<file path="src/rtl/pe_inst_sequencer_if.sv">
// Bundle between the instruction sequencer, its instruction memory and the datapath.
//   start/numInst/numIter : launch pulse and program shape
//   stall                 : datapath back-pressure, freezes the sequencer pipeline
//   inst_rd_en/addr/data  : synchronous instruction memory read port (data one cycle later)
//   instword/instword_v   : registered word to the field decoder
//   busy/done             : status; done is a one-cycle completion pulse
// The sequencer connects through the slave modport; the driving side uses master.
interface pe_inst_sequencer_if #(
    parameter int unsigned instLen     = 44,
    parameter int unsigned instAddrLen = 8,
    parameter int unsigned iterLen     = 16
);
    logic                   start;
    logic [instAddrLen-1:0] numInst;
    logic [iterLen-1:0]     numIter;
    logic                   stall;
    logic                   inst_rd_en;
    logic [instAddrLen-1:0] inst_rd_addr;
    logic [instLen-1:0]     inst_rd_data;
    logic [instLen-1:0]     instword;
    logic                   instword_v;
    logic                   busy;
    logic                   done;

    modport master (
        output start, numInst, numIter, stall, inst_rd_data,
        input  inst_rd_en, inst_rd_addr, instword, instword_v, busy, done
    );

    modport slave (
        input  start, numInst, numIter, stall, inst_rd_data,
        output inst_rd_en, inst_rd_addr, instword, instword_v, busy, done
    );
endinterface

</file>
<file path="src/rtl/pe_inst_sequencer.sv">
// Per-PE instruction sequencer: fetches numInst words from the synchronous instruction
// memory numIter times and presents them one per cycle to the field decoder.
//   clk   : sole clock, rising edge
//   reset : asynchronous, active-high
//   bus   : pe_inst_sequencer_if.slave (launch, memory read port, decoder output, status)
// Pipeline: fetch (inst_rd_en/addr) -> pend (memory latency) -> instword/instword_v.
// stall freezes every stage while RUN; the memory holds its output while not read,
// so a pending word survives a stall without being re-read.
module pe_inst_sequencer #(
    parameter int unsigned instLen     = 44,
    parameter int unsigned instAddrLen = 8,
    parameter int unsigned iterLen     = 16
) (
    input logic                clk,
    input logic                reset,
    pe_inst_sequencer_if.slave bus
);

    localparam int unsigned CntLen = instAddrLen + iterLen;

    localparam logic [instAddrLen-1:0] AddrOne = {{(instAddrLen-1){1'b0}}, 1'b1};
    localparam logic [iterLen-1:0]     IterOne = {{(iterLen-1){1'b0}}, 1'b1};
    localparam logic [CntLen-1:0]      CntOne  = {{(CntLen-1){1'b0}}, 1'b1};

    typedef enum logic [1:0] {StIdle, StRun, StDone} state_e;

    state_e                 state_q;
    logic [instAddrLen-1:0] num_inst_q;
    logic [iterLen-1:0]     num_iter_q;
    logic [instAddrLen-1:0] pc_q;
    logic [iterLen-1:0]     iter_q;
    logic                   fetch_rem_q;
    logic                   pend_q;
    logic [instLen-1:0]     instword_q;
    logic                   instword_v_q;
    logic [CntLen-1:0]      cnt_q;

    logic              run;
    logic              en;
    logic              rd_en;
    logic              last_pc;
    logic              last_iter;
    logic              consume;
    logic              last_word;
    logic [CntLen-1:0] total;

    always_comb begin
        run       = (state_q == StRun);
        en        = !bus.stall;
        rd_en     = run && en && fetch_rem_q;
        last_pc   = (pc_q == num_inst_q - AddrOne);
        last_iter = (iter_q == num_iter_q - IterOne);
        total     = CntLen'(num_inst_q) * CntLen'(num_iter_q);
        consume   = run && instword_v_q && en;
        last_word = consume && (cnt_q == total - CntOne);
    end

    always_ff @(posedge clk or posedge reset) begin
        if (reset) begin
            state_q      <= StIdle;
            num_inst_q   <= '0;
            num_iter_q   <= '0;
            pc_q         <= '0;
            iter_q       <= '0;
            fetch_rem_q  <= 1'b0;
            pend_q       <= 1'b0;
            instword_q   <= '0;
            instword_v_q <= 1'b0;
            cnt_q        <= '0;
        end else begin
            case (state_q)
                StIdle: begin
                    if (bus.start) begin
                        num_inst_q   <= bus.numInst;
                        // A repeat count of zero runs the program once.
                        num_iter_q   <= (bus.numIter == '0) ? IterOne : bus.numIter;
                        pc_q         <= '0;
                        iter_q       <= '0;
                        cnt_q        <= '0;
                        pend_q       <= 1'b0;
                        instword_v_q <= 1'b0;
                        fetch_rem_q  <= (bus.numInst != '0);
                        state_q      <= (bus.numInst == '0) ? StDone : StRun;
                    end
                end
                StRun: begin
                    if (en) begin
                        if (rd_en) begin
                            if (last_pc) begin
                                if (!last_iter) begin
                                    // Wrap straight into the next iteration: no bubble.
                                    pc_q   <= '0;
                                    iter_q <= iter_q + IterOne;
                                end else begin
                                    fetch_rem_q <= 1'b0;
                                end
                            end else begin
                                pc_q <= pc_q + AddrOne;
                            end
                        end
                        pend_q       <= rd_en;
                        instword_v_q <= pend_q;
                        if (pend_q) begin
                            instword_q <= bus.inst_rd_data;
                        end
                        if (consume) begin
                            cnt_q <= cnt_q + CntOne;
                        end
                        if (last_word) begin
                            state_q <= StDone;
                        end
                    end
                end
                StDone: begin
                    pend_q       <= 1'b0;
                    instword_v_q <= 1'b0;
                    state_q      <= StIdle;
                end
                default: begin
                    state_q <= StIdle;
                end
            endcase
        end
    end

    assign bus.inst_rd_en   = rd_en;
    assign bus.inst_rd_addr = pc_q;
    assign bus.instword     = instword_q;
    assign bus.instword_v   = instword_v_q;
    assign bus.busy         = (state_q != StIdle);
    assign bus.done         = (state_q == StDone);

endmodule

</file>
<file path="src/flat_wrapper.sv">
// flat-port wrapper written by rule: the top's interface ports become plain ports
module pe_inst_sequencer_flat 
#(
    parameter int unsigned instLen     = 44,
    parameter int unsigned instAddrLen = 8,
    parameter int unsigned iterLen     = 16
)
  (clk, reset, bus_start, bus_numInst, bus_numIter, bus_stall, bus_inst_rd_data, bus_inst_rd_en, bus_inst_rd_addr, bus_instword, bus_instword_v, bus_busy, bus_done);
  pe_inst_sequencer_if #(.instLen(instLen), .instAddrLen(instAddrLen), .iterLen(iterLen)) bus_i ();
  input logic clk;
  input logic reset;
  input wire logic [$bits(bus_i.start)-1:0] bus_start;
  input wire logic [$bits(bus_i.numInst)-1:0] bus_numInst;
  input wire logic [$bits(bus_i.numIter)-1:0] bus_numIter;
  input wire logic [$bits(bus_i.stall)-1:0] bus_stall;
  input wire logic [$bits(bus_i.inst_rd_data)-1:0] bus_inst_rd_data;
  output wire logic [$bits(bus_i.inst_rd_en)-1:0] bus_inst_rd_en;
  output wire logic [$bits(bus_i.inst_rd_addr)-1:0] bus_inst_rd_addr;
  output wire logic [$bits(bus_i.instword)-1:0] bus_instword;
  output wire logic [$bits(bus_i.instword_v)-1:0] bus_instword_v;
  output wire logic [$bits(bus_i.busy)-1:0] bus_busy;
  output wire logic [$bits(bus_i.done)-1:0] bus_done;
  assign bus_i.start = bus_start;
  assign bus_i.numInst = bus_numInst;
  assign bus_i.numIter = bus_numIter;
  assign bus_i.stall = bus_stall;
  assign bus_i.inst_rd_data = bus_inst_rd_data;
  assign bus_inst_rd_en = bus_i.inst_rd_en;
  assign bus_inst_rd_addr = bus_i.inst_rd_addr;
  assign bus_instword = bus_i.instword;
  assign bus_instword_v = bus_i.instword_v;
  assign bus_busy = bus_i.busy;
  assign bus_done = bus_i.done;
  pe_inst_sequencer #(.instLen(instLen), .instAddrLen(instAddrLen), .iterLen(iterLen)) u_core (.clk(clk), .reset(reset), .bus(bus_i));
endmodule
</file>
<file path="config.mk">
export PLATFORM = sky130hd
export DESIGN_NAME = pe_inst_sequencer_flat
export DESIGN_NICKNAME = d
export VERILOG_FILES = /design/src/rtl/pe_inst_sequencer_if.sv /design/src/rtl/pe_inst_sequencer.sv /design/src/flat_wrapper.sv
export SDC_FILE = /design/constraint.sdc
export NUM_CORES = 1
export LEC_CHECK = 0
export BUFFER_PORTS_ARGS = -buffer_cell sky130_fd_sc_hd__buf_2
export CELL_PAD_IN_SITES_DETAIL_PLACEMENT = 1
export CELL_PAD_IN_SITES_GLOBAL_PLACEMENT = 1
export CORE_ASPECT_RATIO = 1.75
export CORE_MARGIN = 2
export CORE_UTILIZATION = 50
export DETAILED_ROUTE_END_ITERATION = 12
export GPL_TIMING_DRIVEN = 0
export HOLD_SLACK_MARGIN = 0.15
export PLACE_DENSITY_LB_ADDON = 0.1
export SLEW_MARGIN = 20
export SYNTH_ARGS = -nofsm -noshare
export SYNTH_HDL_FRONTEND = slang
export SYNTH_SLANG_ARGS = --single-unit
</file>
<file path="constraint.sdc">
create_clock -name clk -period 9.2 [get_ports clk]
set_input_delay 0.92 -clock clk [delete_from_list [all_inputs] [get_ports clk]]
set_output_delay 0.92 -clock clk [all_outputs]
set_load 0.02 [all_outputs]
</file>
# [Word level (Yosys, flattened, before mapping)]
# Index checks and enable logic that the tools add are counted.
[totals] register_bits=121 in_bits=72 output_inout_bits=56 elab_cells=86
[classes] addsub=6 n_mul=1 n_eq_ne=14 n_mux=33 n_bitwise=1 n_reduce_logical=21
[ops] operator="two-way mux 16 bit" n=6
[ops] operator="two-way mux 24 bit" n=3
[ops] operator="one-hot mux 24 bit (2 select lines)" n=1
[ops] operator="two-way mux 8 bit" n=5
[ops] operator="one-hot mux 16 bit (2 select lines)" n=1
[ops] operator="adder 24 x 1 -> 24 bit, second input constant" n=1
[ops] operator="equality test 24 bit" n=1
[ops] operator="multiplier 8 x 16 -> 24 bit" n=1
[ops] operator="subtractor 24 x 1 -> 24 bit, second input constant" n=1
[ops] operator="adder 16 x 1 -> 16 bit, second input constant" n=1
[ops] operator="equality test 16 bit" n=1
[ops] operator="logical NOT 16 bit" n=1
[ops] operator="inequality test 2 bit, second input constant" n=8
[ops] operator="one-hot mux 8 bit (2 select lines)" n=1
[ops] operator="subtractor 16 x 1 -> 16 bit, second input constant" n=1
[ops] operator="AND reduction 6 bit" n=2
[ops] operator="AND reduction 3 bit" n=3
[ops] operator="adder 8 x 1 -> 8 bit, second input constant" n=1
[ops] operator="equality test 8 bit" n=1
[ops] operator="logical NOT 8 bit" n=1
[ops] operator="two-way mux 1 bit" n=8
[ops] operator="two-way mux 2 bit" n=4
[ops] operator="nonzero test 8 bit" n=1
[ops] operator="subtractor 8 x 1 -> 8 bit, second input constant" n=1
[ops] operator="15 further kinds" n=21

# [Logic depth before layout (Yosys ltp)]
[logic_depth] word_depth=7 ltp_mapped=20 ltp_nobuf=19

# [Least setup slack after synthesis]
# OpenSTA, ideal clock, no wires.
[synth_timing] path_type="reg2reg" startpoint="register u_core.num_inst_q[2]" endpoint="register u_core.state_q[0]" setup_time_ps=118 arrival_ps=5574 t_required_ps=9082 setup_slack_ps=3508 path_stages_with_launch=19 n_path_buf=2 synth_period_minus_slack_ps=5692 cell_sequence="dfrtp_1 -> clkbuf_1 -> buf_1 -> nand2_1 -> fa_1 -> fa_1 -> fa_1 -> fa_1 -> inv_1 -> ha_1 -> a21o_1 -> a21oi_1 -> a211oi_1 -> a2111oi_2 -> nand4_1 -> or4_1 -> nor4_1 -> nand4_1 -> a21o_1"
[synth_between] elab_chain_cells=6
[synth_rtl] item="start, declared" line_no="pe_inst_sequencer.sv:28" text="logic [instAddrLen-1:0] num_inst_q;"
[synth_rtl] item="start signal, assigned" line_no="pe_inst_sequencer.sv:74" text="num_inst_q <= bus.numInst;"
[synth_rtl] item="multiplier 8 x 16 -> 24 bit" line_no="pe_inst_sequencer.sv:53" text="total = CntLen'(num_inst_q) * CntLen'(num_iter_q);"
[synth_rtl] item="subtractor 24 x 1 -> 24 bit" line_no="pe_inst_sequencer.sv:55" text="last_word = consume && (cnt_q == total - CntOne);"
[synth_rtl] item="equality test 24 bit" line_no="pe_inst_sequencer.sv:55"
[synth_rtl] item="logical AND 1 bit" line_no="pe_inst_sequencer.sv:55"
[synth_rtl] item="inequality test 2 bit (no source line)"
[synth_rtl] item="AND reduction 3 bit (no source line)"
[synth_rtl] item="end signal, assigned" line_no="pe_inst_sequencer.sv:60" text="state_q <= StIdle;"
[synth_rtl] item="end signal, assigned" line_no="pe_inst_sequencer.sv:83" text="state_q <= (bus.numInst == '0) ? StDone : StRun;"
[synth_rtl] item="end signal, assigned" line_no="pe_inst_sequencer.sv:110" text="state_q <= StDone;"
[synth_rtl] item="end, declared" line_no="pe_inst_sequencer.sv:27" text="state_e state_q;"
# No other way between the ends.
# A chain may end at the register's enable or synchronous reset.

# [Final worst setup path]
# Same ends and word-level chain as after synthesis.

==> reports/results.txt <==
Yosys Warn Count = 0
Distinct cells, synth = 76
Yosys reg bits = 121
IO Pins = 128
crit path launch = u_core.num_inst_q[2]
post-DR vias/cell = 5.941
adder-cell share of the synthesized area = 23.61%
initial antenna violation count = 0
Final Cell Area = 0.01228 mm^2
drt pass-1 iters = 4
vias in the first global route = 10610
# hold bufs at CTS = 0
mux contribution to synthesized area = 5.204%
Crit Reg-Reg Endpoint = u_core.state_q[0]
worst skew pair latency = 0.44 ns
dpl hpwl = 26720 um
DIE HEIGHT = 197.7 um
largest net degree at the start of global routing = 65
WL final = 34590 um
post-place instance area = 0.01171 mm^2
Worst setup endpoint = u_core.state_q[0]
setup bufs post-CTS = 0
global route overflow = 0
leading register cell type out of synthesis = dfrtp_1
largest family of logic cells by synthesized area = adder cells
synthesized area = 0.01072 mm^2
Simple-Gate Fraction of Synth Area = 19.32%
post-synth top area cell = dfrtp_1
Core ar. = 0.02102 mm^2
RSZ-0062 raised after global routing = no
Die W = 114.7 um
WP data required = 9.52 ns
first-pass GRT wire length = 55240 um
min-delay worst type = in2async
vias = 9435
H-tree depth = 4
die area = 0.02268 mm^2
Worst setup EP type = flip-flop
Post-synth EDFFs = 0
Fin. Hold Viols = 0
post-synthesis sequential area ratio = 28.23%
FMAX = 0.1376 GHz
GR Util All Layers = 31.97%
critical path arrival = 7.59 ns
final setup vio count = 0
Clock Tree Buf Depth = 2
Period minus WS final = 7.267 ns
Slew Limit Headroom = 46.19%
compound-cell area share of the yosys netlist = 10.56%
flop-to-flop setup slack = 1.93 ns
clock root cell = clkbuf_16
XOR/XNOR Fraction of Synth Area = 7.327%
Commonest cells post-synth = nand2_1, dfrtp_1, fa_1
top-area cell type share of the netlist area = 28.23%
Clock Sinks = 121
Gate Count Post-Synth = 1176
dominant cells by area after synthesis = dfrtp_1, fa_1, nand2_1
most common cell in the netlist = nand2_1
layout cell share with drive strength beyond 1 = 17.89%
area grow syn2layout = 14.49%
PortBufs = 127
diodes inserted = 0
starting density of the core = 51.02%
status = completed
CTS Buf Count = 17
Worst Reg2Reg Path Length in Cells = 19
nets = 1544
period utilization = 78.99%
post-CTS resize count = 0
fillcell total = 2483
critical path class = reg2reg
Worst Skew = 0.01467 ns
CTS clk-pin slew, worst paths = 0.06 ns
CTS tree = done
reg2reg start = u_core.num_inst_q[2]
DRC violations left = 0
Row Count = 70
setup TNS = 0 ns
number of max-cap violations = 0
Critical Path Fanout Max = 10
WL/cell = 21.78 um
Synthesized Nets = 1397
Final Slew Violations = 0
crit start category = flip-flop
antenna-violating nets left = 0
ys async rst share = 100.0%
Syn Area/Cell = 9.119 um^2
DR iter-0 viols = 363
GP Congestion = 0.9407
Worst Max-Slew Pin Slew = 0.8071 ns
==> critical path, stage by stage (launching register included) <==
cell	delay, ns
dfrtp_1	0.39
clkbuf_1	0.58
buf_1	0.47
nand2_1	0.18
fa_1	0.56
fa_1	0.53
inv_1	0.06
fa_1	0.49
inv_1	0.06
fa_1	0.54
inv_1	0.04
ha_1	0.34
o2111ai_1	0.36
a2111oi_2	0.78
or3_1	0.20
nand3_1	0.12
or4_1	0.57
nor4_1	0.30
nand4_1	0.31
a21o_1	0.27
==> layout make-up <==
class | count | area, um^2 | area share (%)
inverters | 86 | 330.3 | 2.690
clock inverters | 15 | 142.6 | 1.162
clock buffers | 17 | 425.4 | 3.465
plain buffers | 71 | 292.8 | 2.385
multi-input cells | 898 | 7081 | 57.67
well taps | 252 | 315.3 | 2.568
repair buffers | 128 | 663.1 | 5.401
flip-flops and latches | 121 | 3028 | 24.66
==> per-layer routing <==
metal	share of wire [%]	GRT usage, %
met1	35	32.62
met2	55	59.94
met3	4.1	5.571
met4	6.1	18.25
met5	0	0
==> per-stage QoR <==
stage,hold WS [ns],utilization [%],setup WS [ns],cells
after floorplan,0.4643,-,3.508,1176
after global placement,0.4835,55.54,2.294,1555
after detailed placement,0.4909,55.71,2.184,1556
after CTS,0.5113,58.41,2.131,1588
after global routing,0.5173,58.41,1.880,1588
final,0.4926,58.41,1.933,1588
==> cells by family (layout without fill, tap and decap cells) <==
kind of cell / Yosys count / count (layout)
adders and majority gates: 149 / 149
xor gates and xnor gates: 88 / 88
and+or+nand+nor: 441 / 441
AOI/OAI and AO/OA: 170 / 170
muxes: 50 / 50
buffers and inverters: 157 / 317
DFF: 121 / 121
==> worst min path at each step <==
| stage | startpoint | to | slack, ns |
|---|---|---|---|
| final | reset | u_core.bus.instword[21] | 0.49 |
| after detailed placement | u_core.bus.instword[2] | u_core.bus.instword[2] | 0.49 |
| after floorplan | u_core.fetch_rem_q | u_core.fetch_rem_q | 0.46 |
| after global placement | u_core.bus.instword[33] | u_core.bus.instword[33] | 0.48 |
| after CTS | u_core.bus.instword[43] | u_core.bus.instword[43] | 0.51 |
| after global routing | u_core.bus.instword[22] | u_core.bus.instword[22] | 0.52 |
==> state kept, by name, summed over array words and instances (netlist names) <==
name,flops
u_core.bus.instword,44
u_core.cnt_q,24
u_core.iter_q,16
u_core.num_iter_q,16
u_core.bus.inst_rd_addr,8
u_core.num_inst_q,8
u_core.state_q,2
u_core.bus.instword_v,1
u_core.fetch_rem_q,1
u_core.pend_q,1
==> placed cells by master (no fill, tap or decap), drive strengths merged, types with 5 or more instances in the layout <==
cell     count
o21a        14
mux2        46
buf        153
or3         14
nand2b       8
or4          5
a21o         8
clkbuf      63
clkinv       6
xor2        37
fa          89
inv         91
ha          60
nand2      233
nand3b       5
o21ai       43
o2111ai      5
nor4        21
and3        11
nand4       18
xnor2       51
and2        14
nor3        11
o31ai        5
dfrtp      121
nor2        60
nand3       28
a21oi       50
a211oi       6
Power is left out: the tool's default activity adds up to more than one toggle a clock period on the data nets, which glitch-free logic cannot reach.
